### src/rtl/rfphoenix_wb_tracker_if.sv
// Shared types and the result/writeback bus between the execute/memory paths,
// the writeback tracker and the register scoreboard.
package rfphoenix_wb_pkg;
  localparam int unsigned NREGS = 32;
  localparam int unsigned REG_W = 5;

  typedef logic [REG_W-1:0] regspec_t;
  typedef logic [NREGS-1:0] regs_bitmap_t;

  // One tracked target: young-window entry or result-1 FIFO slot
  typedef struct packed {
    logic     v;
    regspec_t rt;
  } slot_t;
endpackage

interface rfphoenix_wb_tracker_if;
  import rfphoenix_wb_pkg::*;

  logic         issue_v;
  logic         issue_wr;
  regspec_t     issue_Rt;
  logic         res0_v;
  regspec_t     res0_Rt;
  logic         res1_v;
  regspec_t     res1_Rt;
  logic         res1_rdy;
  logic         flush;
  logic         wb_v;
  regspec_t     wb_Rt;
  logic         rollback;
  regs_bitmap_t rollback_bitmap;

  modport master (
    output issue_v, issue_wr, issue_Rt, res0_v, res0_Rt, res1_v, res1_Rt, flush,
    input  res1_rdy, wb_v, wb_Rt, rollback, rollback_bitmap
  );

  modport slave (
    input  issue_v, issue_wr, issue_Rt, res0_v, res0_Rt, res1_v, res1_Rt, flush,
    output res1_rdy, wb_v, wb_Rt, rollback, rollback_bitmap
  );
endinterface

### src/rtl/rfphoenix_wb_tracker.sv
// Merges ALU and memory results onto one writeback port and tracks young issues
// so that a flush produces a one-cycle rollback bitmap for the scoreboard.
module rfphoenix_wb_tracker
  import rfphoenix_wb_pkg::*;
#(
  parameter int unsigned STAGES     = 5,
  parameter int unsigned FIFO_DEPTH = 4
) (
  input  logic                    clk,
  input  logic                    rst_n,
  rfphoenix_wb_tracker_if.slave   bus
);

  localparam int unsigned PTR_W = $clog2(FIFO_DEPTH);
  localparam int unsigned CNT_W = PTR_W + 1;

  slot_t              win_q  [STAGES];
  slot_t              fifo_q [FIFO_DEPTH];
  logic [PTR_W-1:0]   rd_ptr_q;
  logic [PTR_W-1:0]   wr_ptr_q;
  logic [CNT_W-1:0]   count_q;

  logic               wb_v_q;
  regspec_t           wb_rt_q;
  logic               rollback_q;
  regs_bitmap_t       rollback_bitmap_q;

  logic               issue_rec_c;
  regs_bitmap_t       flush_set_c;
  logic               res1_rdy_c;
  logic               res0_ok_c;
  logic               push_c;
  logic               pop_c;
  slot_t              head_c;
  logic               head_ok_c;
  logic               wb_fire_c;
  regspec_t           wb_rt_c;

  assign issue_rec_c = bus.issue_v & bus.issue_wr & (bus.issue_Rt != '0);

  // Flush set: every valid young target plus a qualifying same-cycle issue
  always_comb begin
    flush_set_c = '0;
    if (bus.flush) begin
      for (int unsigned i = 0; i < STAGES; i++) begin
        if (win_q[i].v) flush_set_c[win_q[i].rt] = 1'b1;
      end
      if (issue_rec_c) flush_set_c[bus.issue_Rt] = 1'b1;
    end
  end

  // res1_rdy looks at the occupancy only, never at a pop in flight
  assign res1_rdy_c = (count_q < CNT_W'(FIFO_DEPTH));
  assign head_c     = fifo_q[rd_ptr_q];

  // Arbitration: res0 first, else pop the FIFO head (dead heads still pop)
  always_comb begin
    res0_ok_c = bus.res0_v & ~flush_set_c[bus.res0_Rt];
    push_c    = bus.res1_v & res1_rdy_c & ~flush_set_c[bus.res1_Rt];
    pop_c     = ~res0_ok_c & (count_q != '0);
    head_ok_c = pop_c & head_c.v & ~flush_set_c[head_c.rt];
    wb_fire_c = res0_ok_c | head_ok_c;
    wb_rt_c   = res0_ok_c ? bus.res0_Rt : head_c.rt;
  end

  // Young window: shift, drop entries being written back, clear all on flush
  always_ff @(posedge clk or negedge rst_n) begin
    if (!rst_n) begin
      for (int unsigned i = 0; i < STAGES; i++) win_q[i] <= '0;
    end else begin
      for (int unsigned i = 1; i < STAGES; i++) begin
        win_q[i].v  <= win_q[i-1].v & ~bus.flush &
                       ~(wb_fire_c && (win_q[i-1].rt == wb_rt_c));
        win_q[i].rt <= win_q[i-1].rt;
      end
      win_q[0].v  <= issue_rec_c & ~bus.flush;
      win_q[0].rt <= bus.issue_Rt;
    end
  end

  // Result-1 FIFO; flushed entries are killed in place and freed on pop
  always_ff @(posedge clk or negedge rst_n) begin
    if (!rst_n) begin
      for (int unsigned i = 0; i < FIFO_DEPTH; i++) fifo_q[i] <= '0;
      rd_ptr_q <= '0;
      wr_ptr_q <= '0;
      count_q  <= '0;
    end else begin
      for (int unsigned i = 0; i < FIFO_DEPTH; i++) begin
        if (flush_set_c[fifo_q[i].rt]) fifo_q[i].v <= 1'b0;
      end
      if (push_c) begin
        fifo_q[wr_ptr_q].v  <= 1'b1;
        fifo_q[wr_ptr_q].rt <= bus.res1_Rt;
        wr_ptr_q            <= wr_ptr_q + PTR_W'(1);
      end
      if (pop_c) rd_ptr_q <= rd_ptr_q + PTR_W'(1);
      count_q <= count_q + CNT_W'(push_c) - CNT_W'(pop_c);
    end
  end

  // Registered writeback and rollback outputs
  always_ff @(posedge clk or negedge rst_n) begin
    if (!rst_n) begin
      wb_v_q            <= 1'b0;
      wb_rt_q           <= '0;
      rollback_q        <= 1'b0;
      rollback_bitmap_q <= '0;
    end else begin
      wb_v_q            <= wb_fire_c;
      if (wb_fire_c) wb_rt_q <= wb_rt_c;
      rollback_q        <= bus.flush;
      rollback_bitmap_q <= flush_set_c;
    end
  end

  assign bus.res1_rdy        = res1_rdy_c;
  assign bus.wb_v            = wb_v_q;
  assign bus.wb_Rt           = wb_rt_q;
  assign bus.rollback        = rollback_q;
  assign bus.rollback_bitmap = rollback_bitmap_q;

endmodule

### src/flat_wrapper.sv
// flat-port wrapper written by rule: the top's interface ports become plain ports
module rfphoenix_wb_tracker_flat import rfphoenix_wb_pkg::*;
#(
  parameter int unsigned STAGES     = 5,
  parameter int unsigned FIFO_DEPTH = 4
)
  (clk, rst_n, bus_issue_v, bus_issue_wr, bus_issue_Rt, bus_res0_v, bus_res0_Rt, bus_res1_v, bus_res1_Rt, bus_flush, bus_res1_rdy, bus_wb_v, bus_wb_Rt, bus_rollback, bus_rollback_bitmap);
  rfphoenix_wb_tracker_if bus_i ();
  input  logic clk;
  input  logic rst_n;
  input wire logic [$bits(bus_i.issue_v)-1:0] bus_issue_v;
  input wire logic [$bits(bus_i.issue_wr)-1:0] bus_issue_wr;
  input wire logic [$bits(bus_i.issue_Rt)-1:0] bus_issue_Rt;
  input wire logic [$bits(bus_i.res0_v)-1:0] bus_res0_v;
  input wire logic [$bits(bus_i.res0_Rt)-1:0] bus_res0_Rt;
  input wire logic [$bits(bus_i.res1_v)-1:0] bus_res1_v;
  input wire logic [$bits(bus_i.res1_Rt)-1:0] bus_res1_Rt;
  input wire logic [$bits(bus_i.flush)-1:0] bus_flush;
  output wire logic [$bits(bus_i.res1_rdy)-1:0] bus_res1_rdy;
  output wire logic [$bits(bus_i.wb_v)-1:0] bus_wb_v;
  output wire logic [$bits(bus_i.wb_Rt)-1:0] bus_wb_Rt;
  output wire logic [$bits(bus_i.rollback)-1:0] bus_rollback;
  output wire logic [$bits(bus_i.rollback_bitmap)-1:0] bus_rollback_bitmap;
  assign bus_i.issue_v = bus_issue_v;
  assign bus_i.issue_wr = bus_issue_wr;
  assign bus_i.issue_Rt = bus_issue_Rt;
  assign bus_i.res0_v = bus_res0_v;
  assign bus_i.res0_Rt = bus_res0_Rt;
  assign bus_i.res1_v = bus_res1_v;
  assign bus_i.res1_Rt = bus_res1_Rt;
  assign bus_i.flush = bus_flush;
  assign bus_res1_rdy = bus_i.res1_rdy;
  assign bus_wb_v = bus_i.wb_v;
  assign bus_wb_Rt = bus_i.wb_Rt;
  assign bus_rollback = bus_i.rollback;
  assign bus_rollback_bitmap = bus_i.rollback_bitmap;
  rfphoenix_wb_tracker #(.STAGES(STAGES), .FIFO_DEPTH(FIFO_DEPTH)) u_core (.clk(clk), .rst_n(rst_n), .bus(bus_i));
endmodule
### config.mk
export PLATFORM = sky130hd
export DESIGN_NAME = rfphoenix_wb_tracker_flat
export DESIGN_NICKNAME = d
export VERILOG_FILES = /design/src/rtl/rfphoenix_wb_tracker_if.sv /design/src/rtl/rfphoenix_wb_tracker.sv /design/src/flat_wrapper.sv
export SDC_FILE = /design/constraint.sdc
export NUM_CORES = 1
export LEC_CHECK = 0
export CAP_MARGIN = 30
export CORE_AREA = 4 4 127 129
export DETAILED_ROUTE_END_ITERATION = 12
export DIE_AREA = 0 0 131 133
export HOLD_SLACK_MARGIN = 0.12
export PLACE_DENSITY = 0.8
export REMOVE_ABC_BUFFERS = 1
export SYNTH_ARGS = -nofsm -noshare
export SYNTH_HDL_FRONTEND = slang
export SYNTH_SLANG_ARGS = --single-unit
### constraint.sdc
create_clock -name clk -period 4.65 [get_ports clk]
set_input_delay 0.465 -clock clk [delete_from_list [all_inputs] [get_ports clk]]
set_output_delay 0.465 -clock clk [all_outputs]
set_load 0.01 [all_outputs]
# Word-level counts from Yosys, hierarchy flattened
# Cells that the tools add are included.
[word_totals]
reg_bits = 100
input_bits = 22
out_inout_bits = 40
[op_classes]
addsub = 4
magnitude_cmp = 23
eq_ne = 4
muxes = 53
bitwise_logic = 34
n_reduce_logical = 13
[op_table]
columns = ["op", "n"]
rows = [
  ["$mux W32", 12],
  ["$or A32 B32 Y32", 5],
  ["$lt A5 B6 Y1 const B", 13],
  ["$bwmux W24", 2],
  ["$bmux W1 S5", 7],
  ["$demux W1 S5", 6],
  ["$ge A5 B1 Y1 const B", 6],
  ["$demux W6 S2", 2],
  ["$mux W24", 1],
  ["$eq A5 B5 Y1", 4],
  ["$mux W6", 3],
  ["$and A1 B1 Y1", 17],
  ["$mux W1", 17],
  ["$bmux W6 S2", 1],
  ["$logic_and A1 B1 Y1", 11],
  ["$mux W5", 2],
  ["$not A1 Y1", 9],
  ["$ge A3 B3 Y1 const B", 2],
  ["$not A2 Y3", 2],
  ["$reduce_bool A5 Y1", 1],
  ["$add A2 B1 Y2 const B", 2],
  ["$add A3 B1 Y3", 1],
  ["$lt A3 B1 Y1 const B", 1],
  ["$lt A3 B3 Y1 const B", 1],
  ["3 further kinds", 3],
]

# Longest topological paths before layout
[logic_depth]
word_depth = 33
depth_mapped = 19
depth_no_buf = 15

# Worst setup path after synthesis
# OpenSTA, ideal clock, no wires.
[synth_timing]
path_type = "register to register"
startpoint = "register u_core.win_q[15] (netlist name)"
endpoint = "register u_core.count_q[2]"
setup_time_ns = 0.123
arrival_ns = 3.943
t_required_ns = 4.527
setup_slack_ns = 0.584
path_stages_with_launch = 18
path_buffers = 2
period_less_slack_ns = 4.066
path_cell_list = "dfrtp_1 -> clkbuf_1 -> or3b_2 -> o22ai_1 -> nor4_1 -> mux2_2 -> a2111oi_0 -> a31oi_1 -> nand2_1 -> buf_2 -> and2_1 -> ha_1 -> inv_1 -> ha_1 -> inv_1 -> fa_1 -> xnor2_1 -> xnor2_1"
[synth_between]
elab_chain_len = 23
[synth_rtl]
columns = ["item", "line", "rtl"]
rows = [
  ["start: declaration", "rfphoenix_wb_tracker.sv:17", "slot_t win_q [STAGES];"],
  ["$lt A5 B6 Y1 (implied by the code) / $ge A5 B1 Y1 (equally long branches)", "rfphoenix_wb_tracker.sv:46", "if (win_q[i].v) flush_set_c[win_q[i].rt] = 1'b1;"],
  ["$logic_and A1 B1 Y1 (implied by the code)", "rfphoenix_wb_tracker.sv:46", ""],
  ["$mux W1 (implied by the code)", "rfphoenix_wb_tracker.sv:46", ""],
  ["$demux W1 S5 (*)", "-", ""],
  ["$or A32 B32 Y32 (no line) (*)", "-", ""],
  ["$mux W32 (*)", "rfphoenix_wb_tracker.sv:46", ""],
  ["$mux W32 (*)", "rfphoenix_wb_tracker.sv:44", "if (bus.flush) begin"],
  ["$or A32 B32 Y32 (no line)", "-", ""],
  ["(+8 left out)", "-", ""],
  ["$bmux W1 S5 (*)", "rfphoenix_wb_tracker.sv:58", "res0_ok_c = bus.res0_v & ~flush_set_c[bus.res0_Rt];"],
  ["$mux W1 (implied by the code) (*)", "rfphoenix_wb_tracker.sv:58", ""],
  ["$not A1 Y1 (*)", "rfphoenix_wb_tracker.sv:58", ""],
  ["$and A1 B1 Y1 (*)", "rfphoenix_wb_tracker.sv:58", ""],
  ["$not A1 Y1 (*)", "rfphoenix_wb_tracker.sv:60", "pop_c = ~res0_ok_c & (count_q != '0);"],
  ["$and A1 B1 Y1 (*)", "rfphoenix_wb_tracker.sv:60", ""],
  ["named net u_core.pop_c", "rfphoenix_wb_tracker.sv:33", "logic pop_c;"],
  ["$sub A3 B1 Y3 (*)", "rfphoenix_wb_tracker.sv:98", "count_q <= count_q + CNT_W'(push_c) - CNT_W'(pop_c);"],
  ["end signal: assignment", "rfphoenix_wb_tracker.sv:98", ""],
  ["end: declaration", "rfphoenix_wb_tracker.sv:21", "logic [CNT_W-1:0] count_q;"],
]
# The timed path passes the listed nets; every way through them passes the cells marked *. The select of a mux whose other input is x is not followed.
# A chain may end at the register's enable or synchronous reset.

# Worst setup path after layout
[layout_timing]
startpoint = "register u_core.win_q[27] (netlist name)"
endpoint = "register u_core.count_q[2]"
[layout_between]
elab_chain_len = 28
[layout_rtl]
columns = ["item", "line"]
rows = [
  ["$lt A5 B6 Y1 (implied by the code) / $ge A5 B1 Y1 (equally long branches)", "rfphoenix_wb_tracker.sv:46"],
  ["$logic_and A1 B1 Y1 (implied by the code)", "rfphoenix_wb_tracker.sv:46"],
  ["$mux W1 (implied by the code)", "rfphoenix_wb_tracker.sv:46"],
  ["$demux W1 S5 (*)", "-"],
  ["$mux W32 (*)", "rfphoenix_wb_tracker.sv:46"],
  ["$mux W32 (*)", "rfphoenix_wb_tracker.sv:44"],
  ["$or A32 B32 Y32 (no line)", "-"],
  ["$mux W32 (*)", "rfphoenix_wb_tracker.sv:46"],
  ["(+13 left out)", "-"],
  ["$bmux W1 S5 (*)", "rfphoenix_wb_tracker.sv:58"],
  ["$mux W1 (implied by the code) (*)", "rfphoenix_wb_tracker.sv:58"],
  ["$not A1 Y1 (*)", "rfphoenix_wb_tracker.sv:58"],
  ["$and A1 B1 Y1 (*)", "rfphoenix_wb_tracker.sv:58"],
  ["$not A1 Y1 (*)", "rfphoenix_wb_tracker.sv:60"],
  ["$and A1 B1 Y1 (*)", "rfphoenix_wb_tracker.sv:60"],
  ["named net u_core.pop_c", "rfphoenix_wb_tracker.sv:33"],
  ["$sub A3 B1 Y3 (*)", "rfphoenix_wb_tracker.sv:98"],
]
# Marks and branches as above.

==> metrics.md <==
| Metric | Value |
|---|---|
| Status | `finished, final reports clean` |
| Req. time, crit path | `4.91 ns` |
| Clock Sinks | `100` |
| Detail Placement HPWL | `23.4 mm` |
| Via Count | `8349` |
| Clk pwr share | `19.1%` |
| GRT overflow | `0` |
| CTS tree | `built` |
| Logic pwr share | `46.4%` |
| Synth warnings | `0` |
| Sw frac | `43.6%` |
| # port buffers | `61` |
| GPL Wtd Cong | `1.04` |
| CP Class | `register to register` |
| First-pass GRT wire length | `48.5 mm` |
| 1st-pass router iterations | `8` |
| Seq/Total Area, Yosys | `31.0%` |
| Syn Inst Count | `828` |
| Iter 0 DRT Violations | `1448` |
| Vias in the first global route | `7893` |
| RSZ-0062 raised after global routing | `false` |
| Die ar. | `17400 um^2` |
| Most area-hungry cell type in the Yosys netlist | `dfrtp_1` |
| Post-cts repair resize count | `0` |
| Sw power | `1.82 mW` |
| Final Max Tran Viols | `0` |
| Setup Skew | `0.0108 ns` |
| Root buf cell | `clkbuf_16` |
| CTS clk-pin slew, worst paths | `0.08 ns` |
| Largest net degree at the start of global routing | `65` |
| Global-route usage over all layers | `37.0%` |
| Metal3 WL | `4.04 mm` |
| FMAX | `231 MHz` |
| Initial antenna violation count | `0` |
| Ant. Diodes | `0` |
| Top-area cell type share of the netlist area | `31.0%` |
| Critical path launch point type | `register` |
| Netlist cell types | `80` |
| Io pins | `62` |
| Vias per cell | `7.76` |
| CP max FO | `16` |
| Crit path capture type | `register` |
| Final hold violation count | `0` |
| Worst Hold Class | `primary input to asynchronous set/reset pin` |
| Rel. slew slack | `31.0%` |
| TritonCTS buffer count | `9` |
| Total negative setup slack | `0 ns` |
| Wire length on met1 | `11.6 mm` |
| Wire length on met2 | `14.3 mm` |
| EDFF count, synth | `0` |
| WL/cell | `30.0 um` |
| Leak Pwr | `3.68 nW` |
| Postcts setup bufs | `0` |
| CTS H-tree depth | `3` |
| Share of cells above drive strength 1 | `18.5%` |
| Area growth syn-to-layout | `15.1%` |
| Synthesized cell area | `8080 um^2` |
| Arr. time, crit path | `4.58 ns` |
| Placed Cells | `1060` |
| Min cycle time layout | `4.32 ns` |
| Final setup violation count | `0` |
| Residual DRC count | `0` |
| Fillers | `1236` |
| Detailed Route WL | `32.3 mm` |
| ANT nets after route | `0` |
| Pint | `2.36 mW` |
| Fin nets | `912` |
| Placeable Area | `15000 um^2` |
| Hold buffer count at cts | `0` |
| Seq pwr share | `34.5%` |
| Max IR drop VDD | `0.000258 V` |
| Yosys reg bits | `100` |
| Initial core utilization | `53.7%` |
| Period Utilization, post-route | `92.9%` |
| Die X | `131 um` |
| FP Rows | `45` |
| Chip height | `133 um` |
| Max cap viols | `0` |
| Clock latency on the worst-skew pair | `0.37 ns` |
| Dominant synthesized flop cell | `dfrtp_1` |
| Mean post-synth cell area | `9.75 um^2` |
| Clock Tree Buf Depth | `2` |
| Fraction of registers with async set/reset | `100%` |
| Slew @ Worst Pin | `1.02 ns` |
| Synth area leaders | `dfrtp_1, mux4_2, o22ai_1` |
| Top sig layer | `met4` |
| Layout Cells excl Fill | `1076` |
| Cell Pwr Density | `449 nW/um^2` |
-- layout by cell type, fill, tap and decap left out, types with 6 or more instances in the layout --
cell type	n
nor3_1	25
buf_4	47
nand3b_1	13
o22ai_1	82
nand4_1	7
dfrtp_1	100
nand3_1	16
mux2i_1	16
nand4bb_1	6
o31ai_1	22
a211oi_1	13
a21oi_1	14
clkbuf_16	9
mux4_2	47
ha_1	6
nand4b_1	13
inv_1	59
xnor2_1	9
nor3b_1	6
o211ai_1	9
o41ai_1	6
clkdlybuf4s50_1	60
nor2_1	50
mux2_2	12
mux2_4	15
nor4_1	24
nand2_1	35
or3b_2	8
nand2b_1	12
o21ai_0	15
-- cell usage after synthesis, types with 5 or more instances --
cell type / number
a211oi_1: 13
a21oi_1: 14
a221oi_1: 5
a22oi_1: 5
and2_1: 5
buf_1: 5
buf_2: 17
buf_6: 6
clkbuf_1: 35
dfrtp_1: 100
ha_1: 6
inv_1: 59
mux2_2: 12
mux2_4: 15
mux2i_1: 16
mux4_2: 47
nand2_1: 35
nand2b_1: 12
nand3_1: 16
nand3b_1: 13
nand4_1: 7
nand4b_1: 13
nand4bb_1: 6
nor2_1: 50
nor3_1: 25
nor3b_1: 6
nor4_1: 24
o2111ai_1: 5
o211ai_1: 9
o21ai_0: 15
o22ai_1: 82
o31ai_1: 22
o41ai_1: 6
or3_1: 5
or3b_2: 8
xnor2_1: 9
-- path summary, 6_finish.rpt --
check,depth (start not counted),startpoint,slack (ns),endpoint
setup / recovery,15,u_core.win_q[27],0.33,u_core.count_q[2]
hold / removal,1,rst_n,0.19,u_core.bus.rollback_bitmap[12]
setup reg to reg,15,u_core.win_q[27],0.33,u_core.count_q[2]
hold reg to reg,1,u_core.fifo_q[5],0.49,u_core.fifo_q[5]
max in group asynchronous,2,rst_n,3.49,u_core.win_q[13]
min in group clk,1,u_core.fifo_q[5],0.49,u_core.fifo_q[5]
-- per-layer routing --
| metal | global-route usage [%] | up-vias |
|---|---|---|
| li1 | - | 3384 |
| met1 | 49.2 | 3979 |
| met2 | 55.6 | 797 |
| met3 | 8.44 | 189 |
| met4 | 19.8 | 0 |
| met5 | 0 | - |
-- stage by stage --
stage / power [mW] / setup WS, ns / utilization, % / area (um^2) / hold WS [ns]
after global placement: 3.29 / 0.226 / 59.7 / 8980 / 0.462
after CTS: 4.13 / 0.458 / 61.8 / 9290 / 0.211
after global routing: 4.36 / 0.0586 / 61.8 / 9290 / 0.262
after floorplan: 2.62 / 0.653 / - / 7770 / 0.169
final: 4.18 / 0.329 / 61.8 / 9290 / 0.188
after detailed placement: 3.32 / 0.108 / 59.7 / 8980 / 0.475
-- worst max-delay path, stage by stage (launching register included) --
cell and delay, ns:
dfrtp_1 0.67, or3b_2 0.60, o22ai_1 0.22, nor4_1 0.15, mux2_2 0.30, a2111oi_0 0.67, a31oi_1 0.21, nand2_1 0.13
and2_1 0.16, ha_1 0.23, inv_1 0.06, ha_1 0.14, inv_1 0.05, fa_1 0.37, xnor2_1 0.14, xnor2_1 0.12
-- area by class of cell --
type | count | area (um^2) | area share (%)
multi-input combinational | 603 | 5040 | 54.2
sequential | 100 | 2500 | 26.9
timing repair buffer | 108 | 973 | 10.5
tap | 188 | 235 | 2.53
inverter | 61 | 229 | 2.46
clock buffer | 9 | 225 | 2.42
clock inverter | 7 | 91.3 | 0.983
-- logic make-up (layout without fill, tap and decap cells) --
family	Yosys count	in the layout	synth area share [%]
buffers and inverters	125	185	6.65
DFF	100	100	31.0
AOI/OAI and AO/OA	235	235	21.4
muxes	90	90	19.6
adders and majority gates	7	7	1.18
xor gates and xnor gates	13	13	1.41
and+or+nand+nor	258	258	18.8
-- power groups by stage --
| stage | Clock (mW) | Combinational, mW | Sequential [mW] |
|---|---|---|---|
| global route | 0.841 | 2.06 | 1.47 |
| detailed placement | 0 | 1.88 | 1.44 |
| floorplan | 0 | 1.29 | 1.33 |
| CTS | 0.805 | 1.89 | 1.43 |
| global placement | 0 | 1.86 | 1.43 |
| finish | 0.798 | 1.94 | 1.44 |
Power figures use the tool's default switching activity.
